## src/rtl/ps2_host_tx.sv

```systemverilog
// ps2_host_tx: PS/2 host-to-device byte transmitter (inhibit, start, 8 data,
// odd parity, stop, device ACK) driving open-drain pins via output enables.
// Ports:
//   clk, rstn               system clock, asynchronous active-low reset
//   tx_data[7:0], tx_start  byte to send and its single-cycle request
//   ps2_clk_in, ps2_data_in raw (asynchronous) pin levels
//   ps2_clk_oe, ps2_data_oe 1 = pull the pin low, 0 = release it
//   busy                    transfer in progress (accept cycle .. cycle after done)
//   done, err               end-of-transfer pulse; err = NACK or timeout
module ps2_host_tx #(
  parameter int unsigned INHIBIT_CYC = 12000,
  parameter int unsigned TIMEOUT_CYC = 2_000_000
) (
  input  logic       clk,
  input  logic       rstn,
  input  logic [7:0] tx_data,
  input  logic       tx_start,
  input  logic       ps2_clk_in,
  input  logic       ps2_data_in,
  output logic       ps2_clk_oe,
  output logic       ps2_data_oe,
  output logic       busy,
  output logic       done,
  output logic       err
);

  localparam int unsigned CNT_MAX = (INHIBIT_CYC > TIMEOUT_CYC) ? INHIBIT_CYC : TIMEOUT_CYC;
  localparam int unsigned CNT_W   = $clog2(CNT_MAX + 1);
  localparam int unsigned BIT_W   = 4;
  localparam int unsigned SH_W    = 10;

  localparam logic [CNT_W-1:0] INH_PRE  = CNT_W'(INHIBIT_CYC - 2);
  localparam logic [CNT_W-1:0] INH_LAST = CNT_W'(INHIBIT_CYC - 1);
  localparam logic [CNT_W-1:0] TMO_LAST = CNT_W'(TIMEOUT_CYC - 1);
  localparam logic [BIT_W-1:0] BIT_MAX  = BIT_W'(11);
  localparam logic [BIT_W-1:0] BIT_PAR  = BIT_W'(9);

  typedef enum logic [2:0] {
    S_IDLE, S_INHIBIT, S_REQ, S_DATA, S_STOP, S_WAIT_IDLE, S_FIN
  } state_e;

  state_e            state_q, state_d;
  logic [CNT_W-1:0]  cnt_q, cnt_d;
  logic [BIT_W-1:0]  bit_q, bit_d;
  logic [SH_W-1:0]   sh_q, sh_d;
  logic              nack_q, nack_d;
  logic              clk_oe_q, clk_oe_d;
  logic              data_oe_q, data_oe_d;
  logic              busy_q, busy_d;
  logic              done_q, done_d;
  logic              err_q, err_d;

  logic [1:0]        clk_sync_q, data_sync_q;
  logic              clk_prev_q;
  logic              clk_s_c, data_s_c, fall_c;

  // Pin synchronizers plus one extra stage for falling-edge detection; idle bus is high
  always_ff @(posedge clk or negedge rstn) begin
    if (!rstn) begin
      clk_sync_q  <= 2'b11;
      data_sync_q <= 2'b11;
      clk_prev_q  <= 1'b1;
    end else begin
      clk_sync_q  <= {clk_sync_q[0], ps2_clk_in};
      data_sync_q <= {data_sync_q[0], ps2_data_in};
      clk_prev_q  <= clk_sync_q[1];
    end
  end

  assign clk_s_c  = clk_sync_q[1];
  assign data_s_c = data_sync_q[1];
  assign fall_c   = clk_prev_q & ~clk_s_c;

  // State and registered outputs; reset releases both pins immediately
  always_ff @(posedge clk or negedge rstn) begin
    if (!rstn) begin
      state_q   <= S_IDLE;
      cnt_q     <= '0;
      bit_q     <= '0;
      sh_q      <= '0;
      nack_q    <= 1'b0;
      clk_oe_q  <= 1'b0;
      data_oe_q <= 1'b0;
      busy_q    <= 1'b0;
      done_q    <= 1'b0;
      err_q     <= 1'b0;
    end else begin
      state_q   <= state_d;
      cnt_q     <= cnt_d;
      bit_q     <= bit_d;
      sh_q      <= sh_d;
      nack_q    <= nack_d;
      clk_oe_q  <= clk_oe_d;
      data_oe_q <= data_oe_d;
      busy_q    <= busy_d;
      done_q    <= done_d;
      err_q     <= err_d;
    end
  end

  // Next-state and next-output logic
  always_comb begin
    state_d   = state_q;
    cnt_d     = cnt_q;
    bit_d     = bit_q;
    sh_d      = sh_q;
    nack_d    = nack_q;
    clk_oe_d  = 1'b0;
    data_oe_d = data_oe_q;
    busy_d    = busy_q;
    done_d    = 1'b0;
    err_d     = 1'b0;

    unique case (state_q)
      S_IDLE: begin
        data_oe_d = 1'b0;
        busy_d    = 1'b0;
        if (tx_start) begin
          sh_d     = {1'b1, ~^tx_data, tx_data};
          cnt_d    = '0;
          bit_d    = '0;
          nack_d   = 1'b0;
          clk_oe_d = 1'b1;
          busy_d   = 1'b1;
          state_d  = S_INHIBIT;
        end
      end

      // Host holds the clock low; falling edges here are our own and ignored
      S_INHIBIT: begin
        clk_oe_d = 1'b1;
        cnt_d    = cnt_q + CNT_W'(1);
        if (cnt_q == INH_PRE) begin
          data_oe_d = 1'b1;
        end
        if (cnt_q == INH_LAST) begin
          clk_oe_d = 1'b0;
          cnt_d    = '0;
          state_d  = S_REQ;
        end
      end

      S_REQ, S_DATA, S_STOP, S_WAIT_IDLE: begin
        cnt_d = cnt_q + CNT_W'(1);
        if (cnt_q == TMO_LAST) begin
          data_oe_d = 1'b0;
          done_d    = 1'b1;
          err_d     = 1'b1;
          state_d   = S_FIN;
        end else begin
          unique case (state_q)
            // Edges 1..10 shift out data, parity and finally stop (releases data)
            S_REQ, S_DATA: begin
              if (fall_c) begin
                bit_d     = (bit_q == BIT_MAX) ? bit_q : bit_q + BIT_W'(1);
                data_oe_d = ~sh_q[0];
                sh_d      = {1'b0, sh_q[SH_W-1:1]};
                state_d   = (bit_q == BIT_PAR) ? S_STOP : S_DATA;
              end
            end
            // Edge 11: device pulls data low to acknowledge
            S_STOP: begin
              if (fall_c) begin
                bit_d   = (bit_q == BIT_MAX) ? bit_q : bit_q + BIT_W'(1);
                nack_d  = data_s_c;
                state_d = S_WAIT_IDLE;
              end
            end
            S_WAIT_IDLE: begin
              if (clk_s_c && data_s_c) begin
                done_d  = 1'b1;
                err_d   = nack_q;
                state_d = S_FIN;
              end
            end
            default: ;
          endcase
        end
      end

      S_FIN: begin
        data_oe_d = 1'b0;
        busy_d    = 1'b0;
        state_d   = S_IDLE;
      end

      default: begin
        data_oe_d = 1'b0;
        busy_d    = 1'b0;
        state_d   = S_IDLE;
      end
    endcase
  end

  assign ps2_clk_oe  = clk_oe_q;
  assign ps2_data_oe = data_oe_q;
  assign busy        = busy_q;
  assign done        = done_q;
  assign err         = err_q;

endmodule

```

## config.mk

```make
export PLATFORM = sky130hd
export DESIGN_NAME = ps2_host_tx
export DESIGN_NICKNAME = d
export VERILOG_FILES = /design/src/rtl/ps2_host_tx.sv
export SDC_FILE = /design/constraint.sdc
export NUM_CORES = 1
export LEC_CHECK = 0
export ABC_AREA = 0
export BUFFER_PORTS_ARGS = -buffer_cell sky130_fd_sc_hd__buf_4
export CAP_MARGIN = 20
export CORE_MARGIN = 2
export CORE_UTILIZATION = 40
export CTS_BUF_LIST = sky130_fd_sc_hd__clkbuf_2 sky130_fd_sc_hd__clkbuf_4 sky130_fd_sc_hd__clkbuf_8
export DETAILED_ROUTE_END_ITERATION = 12
export GPL_ROUTABILITY_DRIVEN = 0
export REMOVE_ABC_BUFFERS = 1
export SLEW_MARGIN = 15
export SYNTH_ARGS = -nofsm -noshare
export SYNTH_HDL_FRONTEND = slang
export SYNTH_SLANG_ARGS = --single-unit
```

## constraint.sdc

```tcl
create_clock -name clk -period 3.2 [get_ports clk]
set_input_delay 0.32 -clock clk [delete_from_list [all_inputs] [get_ports clk]]
set_output_delay 0.32 -clock clk [all_outputs]
set_load 0.005 [all_outputs]
```

==> reports/metrics.sh, run 1 <==
RUN_STATUS='completed'
FINAL_COMMON_CELL='sky130_fd_sc_hd__dfrtp_1'
CP_DATA_ARRIVAL_TIME_PS=2530
VDD_IR_DROP_MAX_mV=0.1627
CLK_LATENCY_PS=310
DRIVE_GT1_FRAC=0.2047
NUMCTSBUFFERS=5
GLOBALROUTETOTALUTIL=0.1527
PLACE.DETAILED.HPWL_UM=3831
GRT.OVERFLOW.TOTAL=0
DPL_CELL_AREA_MM2=0.002923
SYNTH_ENABLE_FLOP_CELLS=0
CRITICAL_PATH.N_BUFFERS_INVERTERS=0
PWR-SHARE-SEQ=0.524
POWER.NET_SWITCHING_mW=0.4323
CTS_SETUP_BUFFERS=0
CRITICAL_PATH.TOP_DELAY_FAMILY='simple AND/OR/NAND/NOR gates'
SLEW-LIMIT-HEADROOM=0.5582
ASYNC_FLOP_SHARE=1.000
DIE_W_UM=86.47
STARTING_UTILIZATION_OF_THE_CORE_AREA=0.4071
ROUTED_WIRE_LENGTH_PER_INSTANCE_UM=14.29
NUMPLACEDINSTANCES=370
DIEAREA_MM2=0.007476
SLOWEST_DELAY_PS=580
MAXCLOCKFREQUENCY_MHz=422.6
VIA_PER_INST=5.468
INTERNAL_POWER_mW=1.033
SWITCHING_SHARE=0.2950
ANTENNA_FOUND_INITIAL=0
HOLD_PATH.CLASS='in -> async'
WORSTSETUPPATHDEPTH=5
CRIT_CHAIN='nor4_1, nand3_1, or4_4, a21oi_2, nor2_1'
FIRST_DRT_PASS_ITERATION_COUNT=4
POWER_SHARE_OF_THE_CLOCK_GROUP=0.316
YS_WARN_COUNT=0
POST_CTS_HOLD_BUFFER_COUNT=0
GRT_FIRST_PASS_WIRELENGTH_UM=9121
FIN_WS_PS=833.7
SETUP_VIOL=0
CLOCK_PIN_SLEW_ON_THE_WORST_SETUP_AND_HOLD_PATHS_PS=100
POWER.LEAKAGE_nW=1.260
ROUTEDLENGTHMET1_UM=2715
ROUTED_WIRELENGTH_UM=5403
FIN_NETS=314
CRIT_PATH_START_KIND='flop'
SKEW_PS=14.80
FINALCRITICALPERIOD_PS=2366
TIMING_WORST_SETUP_PATH_TYPE='reg -> reg'
SYN2LAYOUT_AREA_GROWTH_PCT=11.73
CRIT_PATH_MAX_FANOUT=14
SYN-MEAN-INSTANCE-AREA_UM2=9.715
TIMING.CRITICAL_PATH.TO_TYPE='flop'
CTS_NUM_SINKS=49
SYNTH_CELL_TYPES=50
CTSRESIZECOUNT=0
FINAL-INSTANCE-COUNT-EXCL-FILL=378
CORE_MM2=0.006681
FINAL_CELL_MIX='sky130_fd_sc_hd__dfrtp_1 (44), sky130_fd_sc_hd__nor2_1 (25), sky130_fd_sc_hd__nand2_1 (23)'
PIN_COUNT_OF_THE_BIGGEST_NET_ENTERING_GLOBAL_ROUTING=50
TOTALNEGATIVESETUPSLACK_PS=0
FINAL_UTIL=0.4549
ROUTE.MET3.WL_UM=185
R2R.WORST_PATH.CELLS=5
PLACEMENT_ROWS=30
HOLD_VIOL_FINAL=0
DP_SLACK_PS=837.5
FINAL.PERIOD_UTILIZATION=0.7395
WORST_PIN_SLEW_PS=662.7
ROUTE.DETAILED.DRC=0
MAXSLEWVIOLCOUNT=0
CTS_TREE='done'
PORT-BUFFER-COUNT=17
SYNTH_SEQ_AREA_SHARE=0.4531
FINALINSTANCEAREA_MM2=0.003039
DRT_ITER0_DRC=119
ANT_NETS=0
HOLD_WS_PS=10.52
SYNTH.FF_LATCH_COUNT=49
DR_TOTAL_VIAS=2067
IOS=18
CP_SLOWEST_CELL='sky130_fd_sc_hd__or4_4'
TIMING.CRITICAL_PATH.REQUIRED_PS=3360
N_FILL_CELL=653
HTREEDEPTH=2
ANTENNA_CELLS=0
CLOCK_PATH_BUFFERS=2
P_COMB_FRAC=0.160
POWER.DENSITY_mW_PER_MM2=482.1
SYNTHCELLS=280
DOMINANTREGCELLSYNTH='sky130_fd_sc_hd__dfrtp_1'
TOTAL_POWER_mW=1.465
DRV.MAX_CAP_VIOLATION_COUNT=0
ROOT_BUFFER_SELECTED_BY_CTS='sky130_fd_sc_hd__clkbuf_8'
ROUTE.MET2.WL_UM=2424
DIE_HEIGHT_UM=86.47
TOP_LAYER_USED='met4'
GRT_PASS1_VIAS=1882
SYNTH.CELL_AREA_MM2=0.002720
GRT_SETUP_UNREPAIRED='false'
## power by group through the flow
stage	registers, mW	clock network, mW	logic (mW)
detailed placement	0.776	0	0.236
global route	0.778	0.505	0.267
CTS	0.766	0.478	0.236
global placement	0.776	0	0.233
finish	0.768	0.464	0.234
floorplan	0.754	0	0.164
## state kept, by name (all words and copies together) (netlist names)
signal       flops
clk_prev_q       1
cnt_q           21
sh_q            10
err              1
busy             1
data_sync_q      2
ps2_data_oe      1
state_q          3
ps2_clk_oe       1
nack_q           1
clk_sync_q       2
done             1
bit_q            4
## per-layer routing
layer  vias up  global-route usage
met4         0             0.04688
met3         6             0.02762
li1       1033                   -
met2        32              0.2280
met5         -                   0
met1       996              0.2260
## cells in the mapped netlist (3+ instances only)
library cell,n,area [um2]
sky130_fd_sc_hd__nor2b_1,3,18.77
sky130_fd_sc_hd__nor4_1,6,37.54
sky130_fd_sc_hd__mux2_2,17,191.4
sky130_fd_sc_hd__nand4_1,5,31.28
sky130_fd_sc_hd__nand3_1,12,60.06
sky130_fd_sc_hd__inv_1,10,37.54
sky130_fd_sc_hd__nand2b_1,4,25.02
sky130_fd_sc_hd__xnor2_1,19,166.4
sky130_fd_sc_hd__a21oi_1,12,60.06
sky130_fd_sc_hd__o21ai_0,15,75.07
sky130_fd_sc_hd__a31oi_1,4,25.02
sky130_fd_sc_hd__nor3_1,11,55.05
sky130_fd_sc_hd__nor2_1,25,93.84
sky130_fd_sc_hd__dfstp_2,5,131.4
sky130_fd_sc_hd__or4_1,4,30.03
sky130_fd_sc_hd__clkbuf_1,5,18.77
sky130_fd_sc_hd__mux2i_1,3,30.03
sky130_fd_sc_hd__nand2_1,23,86.33
sky130_fd_sc_hd__dfrtp_1,44,1101
sky130_fd_sc_hd__or3_1,6,37.54
sky130_fd_sc_hd__and3_1,6,37.54
sky130_fd_sc_hd__o31ai_1,3,22.52
sky130_fd_sc_hd__ha_1,4,50.05
## worst paths after layout
check,startpoint,to,slack (ps)
worst max-delay path,cnt_q[5]$_DFFE_PN0P_,cnt_q[12]$_DFFE_PN0P_,830
worst min-delay path,rstn,cnt_q[7]$_DFFE_PN0P_,10
worst max register to register,cnt_q[5]$_DFFE_PN0P_,cnt_q[12]$_DFFE_PN0P_,830
worst min register to register,clk_sync_q[0]$_DFF_PN1_,clk_sync_q[1]$_DFF_PN1_,360
max in group asynchronous,rstn,state_q[1]$_DFFE_PN0P_,2780
min in group clk,ps2_data_in,data_sync_q[0]$_DFF_PN1_,100
## cells by family (layout without fill, tap and decap cells)
| logic type | after synthesis | in the layout | synth area share |
|---|---|---|---|
| AND/OR/NAND/NOR | 117 | 117 | 0.2332 |
| AO/OA/AOI/OAI | 51 | 51 | 0.1210 |
| flip-flops | 49 | 49 | 0.4531 |
| XOR/XNOR | 20 | 20 | 0.06440 |
| multiplexers | 20 | 20 | 0.08142 |
| buffers and inverters | 19 | 37 | 0.02852 |
| adder cells (fa/ha/maj) | 4 | 4 | 0.01840 |
## cell type report
class                      count  area, um2  area share
clock buffer                   5      68.82     0.02264
timing repair buffer          19      142.6     0.04693
tap                           80      100.1     0.03294
sequential                    49       1232      0.4055
clock inverter                 3      47.55     0.01564
multi-input combinational    212       1410      0.4640
inverter                      10      37.54     0.01235
Power figures use the tool's default switching activity.
==> run 2, diff against run 1 <==
--- a/config.mk
+++ b/config.mk
@@ -5,7 +5,7 @@
 export SDC_FILE = /design/constraint.sdc
 export NUM_CORES = 1
 export LEC_CHECK = 0
-export ABC_AREA = 0
+export ABC_AREA = 1
 export BUFFER_PORTS_ARGS = -buffer_cell sky130_fd_sc_hd__buf_4
 export CAP_MARGIN = 20
 export CORE_MARGIN = 2
==> constraint.sdc (replaced) <==
create_clock -name clk -period 2.1 [get_ports clk]
set_input_delay 0.21 -clock clk [delete_from_list [all_inputs] [get_ports clk]]
set_output_delay 0.21 -clock clk [all_outputs]
set_load 0.005 [all_outputs]
==> run 2 against run 1 <==
  * Highest routed layer unchanged
  * Largest power group is now combinational logic
  * Non-clock buffer count grew 9
  * Via count rose by 51%
  * Worst setup slack got worse by 630 ps
  * Sequential power up 86%
  * Power rose to 2.6 times the previous value
  * Register-to-register slack worse by 630 ps
==> reports/metrics.sh, run 2 <==
RUN_STATUS='completed'
ROUTED_WIRELENGTH_UM=8080  # +50%
CRIT-REG2REG-CAPTURE='bit_q[3]$_DFFE_PN0P_'
STARTING_UTILIZATION_OF_THE_CORE_AREA=0.4145  # +0.007349
SYNTH.FF_LATCH_COUNT=49  # unchanged
N_FILL_CELL=820  # +26%
WORST_R2R_STARTPOINT='state_q[1]$_DFFE_PN0P_'
PORT-BUFFER-COUNT=17  # unchanged
FINAL.PERIOD_UTILIZATION=0.9024  # +0.1629
YOSYS-TOP-CELLS-COUNT='sky130_fd_sc_hd__nand2_1 (183), sky130_fd_sc_hd__inv_1 (56), sky130_fd_sc_hd__nor2_1 (55)'
HOLD_VIOL_FINAL=0  # unchanged
HTREEDEPTH=2  # unchanged
BIGGESTREGSBYFLOPS='cnt_q: 21 flops, sh_q: 10 flops, bit_q: 4 flops'
GRT_PASS1_VIAS=2943  # +56%
TIMING.CRITICAL_PATH.TO_TYPE='flop'
GRT.OVERFLOW.TOTAL=0  # unchanged
FINAL_UTIL=0.4737  # +0.01887
CRIT_PATH_START_KIND='flop'
TOTAL_POWER_mW=3.845  # +160%
GLOBALROUTETOTALUTIL=0.1923  # +0.03957
SETUP_VIOL=0  # unchanged
PLACEMENT_ROWS=32  # +6.7%
ANTENNA_CELLS=0  # unchanged
DOMINANTREGCELLSYNTH='sky130_fd_sc_hd__dfrtp_1'
CORE_MM2=0.007767  # +16%
LARGEST-REGISTER='cnt_q'
FIRST_DRT_PASS_ITERATION_COUNT=4  # unchanged
DIEAREA_MM2=0.008782  # +17%
VDD_IR_DROP_MAX_mV=0.6175  # +280%
TOTALNEGATIVESETUPSLACK_PS=0  # unchanged
FINAL_CELL_MIX='sky130_fd_sc_hd__nand2_1 (182), sky130_fd_sc_hd__inv_1 (55), sky130_fd_sc_hd__nor2_1 (55)'
SYN2LAYOUT_AREA_GROWTH_PCT=14.30
PIN_COUNT_OF_THE_BIGGEST_NET_ENTERING_GLOBAL_ROUTING=50  # unchanged
DIE_HEIGHT_UM=93.71  # +8.4%
PLACE.DETAILED.HPWL_UM=5691  # +49%
IOS=18  # unchanged
ASYNC_FLOP_SHARE=1.000  # unchanged
POWER.LEAKAGE_nW=1.865  # +48%
ROUTE.DETAILED.DRC=0  # unchanged
GRT_SETUP_UNREPAIRED='false'
SYNTH_AREA_LEADERS='sky130_fd_sc_hd__dfrtp_1 (34%), sky130_fd_sc_hd__nand2_1 (21%), sky130_fd_sc_hd__nand3_1 (7.5%)'
FIN_NETS=530  # +69%
CTS_TREE='done'
FIN_WS_PS=205.0  # -628.8 ps
CRITICAL_PATH.N_BUFFERS_INVERTERS=1  # +1
DRT_ITER0_DRC=170  # +43%
VIA_PER_INST=5.063  # -7.4%
FINALCRITICALPERIOD_PS=1895  # -471.2 ps
ANTENNA_FOUND_INITIAL=0  # unchanged
REGISTER_AREA_MM2=0.001232  # unchanged
NUMCTSBUFFERS=5  # unchanged
DRV.MAX_CAP_VIOLATION_COUNT=0  # unchanged
R2R.WORST_PATH.CELLS=9  # +4
MULTIINPUTGATEAREA_MM2=0.001749  # +24%
CRIT_CHAIN='nor2_1, nand2_1, nand3_2, buf_8, nand2_1, a21oi_4, nand3_1, nand2_1, nand2_1'
WORST_HOLD_PATH_ENDPOINT='sh_q[9]$_DFFE_PN0P_'
CP_SLOWEST_CELL='sky130_fd_sc_hd__dfrtp_1'
SYNTH_ENABLE_FLOP_CELLS=0  # unchanged
YS_WARN_COUNT=0  # unchanged
YOSYS.AREA.TOP_TYPE_SHARE=0.3420  # -0.06277
CLOCK_PATH_BUFFERS=2  # unchanged
CRIT_PATH_MAX_FANOUT=32  # +18
SYNTH_CELL_TYPES=30  # -40%
GRT_FIRST_PASS_WIRELENGTH_UM=13550  # +49%
SLOWEST_DELAY_PS=460  # -120 ps
FINALINSTANCEAREA_MM2=0.003680  # +21%
NETLIST.TOP_CELL.BY_AREA='sky130_fd_sc_hd__dfrtp_1'
HOLD_PATH_DEPTH=3
MIN-DELAY-START='tx_start'
FINAL_COMMON_CELL='sky130_fd_sc_hd__nand2_1'
POWER.DENSITY_mW_PER_MM2=1045  # +120%
REG2REG_SLACK_PS=200  # -630 ps
CLK_LATENCY_PS=310  # about the same
CP_DATA_ARRIVAL_TIME_PS=2100  # -430 ps
ROUTED_WIRE_LENGTH_PER_INSTANCE_UM=13.12  # -8.2%
CTS_NUM_SINKS=49  # unchanged
SLEW-LIMIT-HEADROOM=0.5823  # +0.02406
DR_TOTAL_VIAS=3119  # +51%
SYNTHCELLS=488  # +74%
DPL_CELL_AREA_MM2=0.003471  # +19%
DP_SLACK_PS=53.03  # -784.5 ps
SKEW_PS=5.869  # -8.935 ps
CLOCK_PIN_SLEW_ON_THE_WORST_SETUP_AND_HOLD_PATHS_PS=100  # about the same
SYNTH.CELL_AREA_MM2=0.003219  # +18%
HOLD_WS_PS=282.3  # +271.8 ps
SYNTH_SEQ_AREA_SHARE=0.3828  # -0.07026
FLIP_FLOP_COUNT_OF_THE_LARGEST_REGISTER_ALL_COPIES_AND_WORDS_ADDED=21  # unchanged
NUMPLACEDINSTANCES=603  # +63%
FINAL-INSTANCE-COUNT-EXCL-FILL=616  # +63%
TIMING_WORST_SETUP_PATH_TYPE='reg -> reg'
ROOT_BUFFER_SELECTED_BY_CTS='sky130_fd_sc_hd__clkbuf_8'
SYN-MEAN-INSTANCE-AREA_UM2=6.597  # -32%
MAXCLOCKFREQUENCY_MHz=527.7  # +25%
DRIVE_GT1_FRAC=0.1031  # -0.1016
CTS_SETUP_BUFFERS=0  # unchanged
ANT_NETS=0  # unchanged
SYNTHMOSTINSTANTIATEDCELL='sky130_fd_sc_hd__nand2_1'
MAXSLEWVIOLCOUNT=0  # unchanged
HOLD_PATH.CLASS='in -> reg'
CRITICAL-PATH-TOP-CELL-BY-COUNT='sky130_fd_sc_hd__nand2_1'
CRITICAL_PATH.TOP_DELAY_FAMILY='simple AND/OR/NAND/NOR gates'
WORST_PIN_SLEW_PS=626.6  # -36.09 ps
TIMING.CRITICAL_PATH.REQUIRED_PS=2310  # -1050 ps
DIE_W_UM=93.71  # +8.4%
-- run 2: cell types whose count changed after synthesis, sizes merged, moves of 10 or more --
cell and delta:
mux2 -17, a21oi -10, nor2 +31, nand3 +39, o21ai +12, nand2 +160, inv +47, xnor2 -18
-- run 2: cell families after synthesis --
family          after synthesis  share of synthesized area
compound gates               47                    0.08395
xor+xnor                      9                    0.02449
fa+ha+maj                     4                    0.01555
buf+inv                      69                    0.08628
flops                        49                     0.3828
simple gates                310                     0.4069
-- run 2: final cells by class --
cell class,instances,area share
multi-input combinational,371,0.4753
sequential,49,0.3349
timing repair buffer,28,0.06120
inverter,57,0.05916
tap,102,0.03468
clock buffer,6,0.02244
clock inverter,2,0.01020
timing repair inverter,1,0.002040
-- run 2: routing by layer --
layer	global-route usage	routed length, um	share of wire
met1	0.2610	3933	0.49
met5	0	0	0
met4	0.04106	107	0.013
met3	0.02970	285	0.035
met2	0.3250	3754	0.46
-- run 2: worst register-to-register path, stage by stage (launching register included) --
cell,delay [ps]
sky130_fd_sc_hd__dfrtp_1,460
sky130_fd_sc_hd__nor2_1,210
sky130_fd_sc_hd__nand2_1,110
sky130_fd_sc_hd__nand3_2,110
sky130_fd_sc_hd__buf_8,250
sky130_fd_sc_hd__nand2_1,140
sky130_fd_sc_hd__a21oi_4,190
sky130_fd_sc_hd__nand3_1,170
sky130_fd_sc_hd__nand2_1,100
sky130_fd_sc_hd__nand2_1,50
-- run 2: timing repair --
item | CTS | global route
gates resized for setup | 0 | 10
hold buffers | 3 | 0
hold endpoints to repair | 46 | 0
endpoints found under the setup margin | 0 | 21
-- run 2: worst max-delay path by stage --
stage,from,end,slack [ps],cells past startpoint
floorplan,state_q[1]$_DFFE_PN0P_,cnt_q[0]$_DFFE_PN0P_,30,6
global route,state_q[1]$_DFFE_PN0P_,bit_q[0]$_DFFE_PN0P_,10,9
CTS,cnt_q[0]$_DFFE_PN0P_,sh_q[8]$_DFFE_PN0P_,40,10
global placement,cnt_q[0]$_DFFE_PN0P_,sh_q[8]$_DFFE_PN0P_,80,10
detailed placement,cnt_q[0]$_DFFE_PN0P_,sh_q[8]$_DFFE_PN0P_,50,10
finish,state_q[1]$_DFFE_PN0P_,bit_q[3]$_DFFE_PN0P_,200,9
-- run 2: where the power goes --
| group | switching [mW] | internal, mW | total, mW | leakage, nW |
|---|---|---|---|---|
| Sequential | 0.236 | 1.20 | 1.43 | 0.628 |
| Clock | 0.333 | 0.388 | 0.721 | 0.0574 |
| Combinational | 1.12 | 0.571 | 1.69 | 1.18 |
| Total | 1.69 | 2.16 | 3.84 | 1.86 |
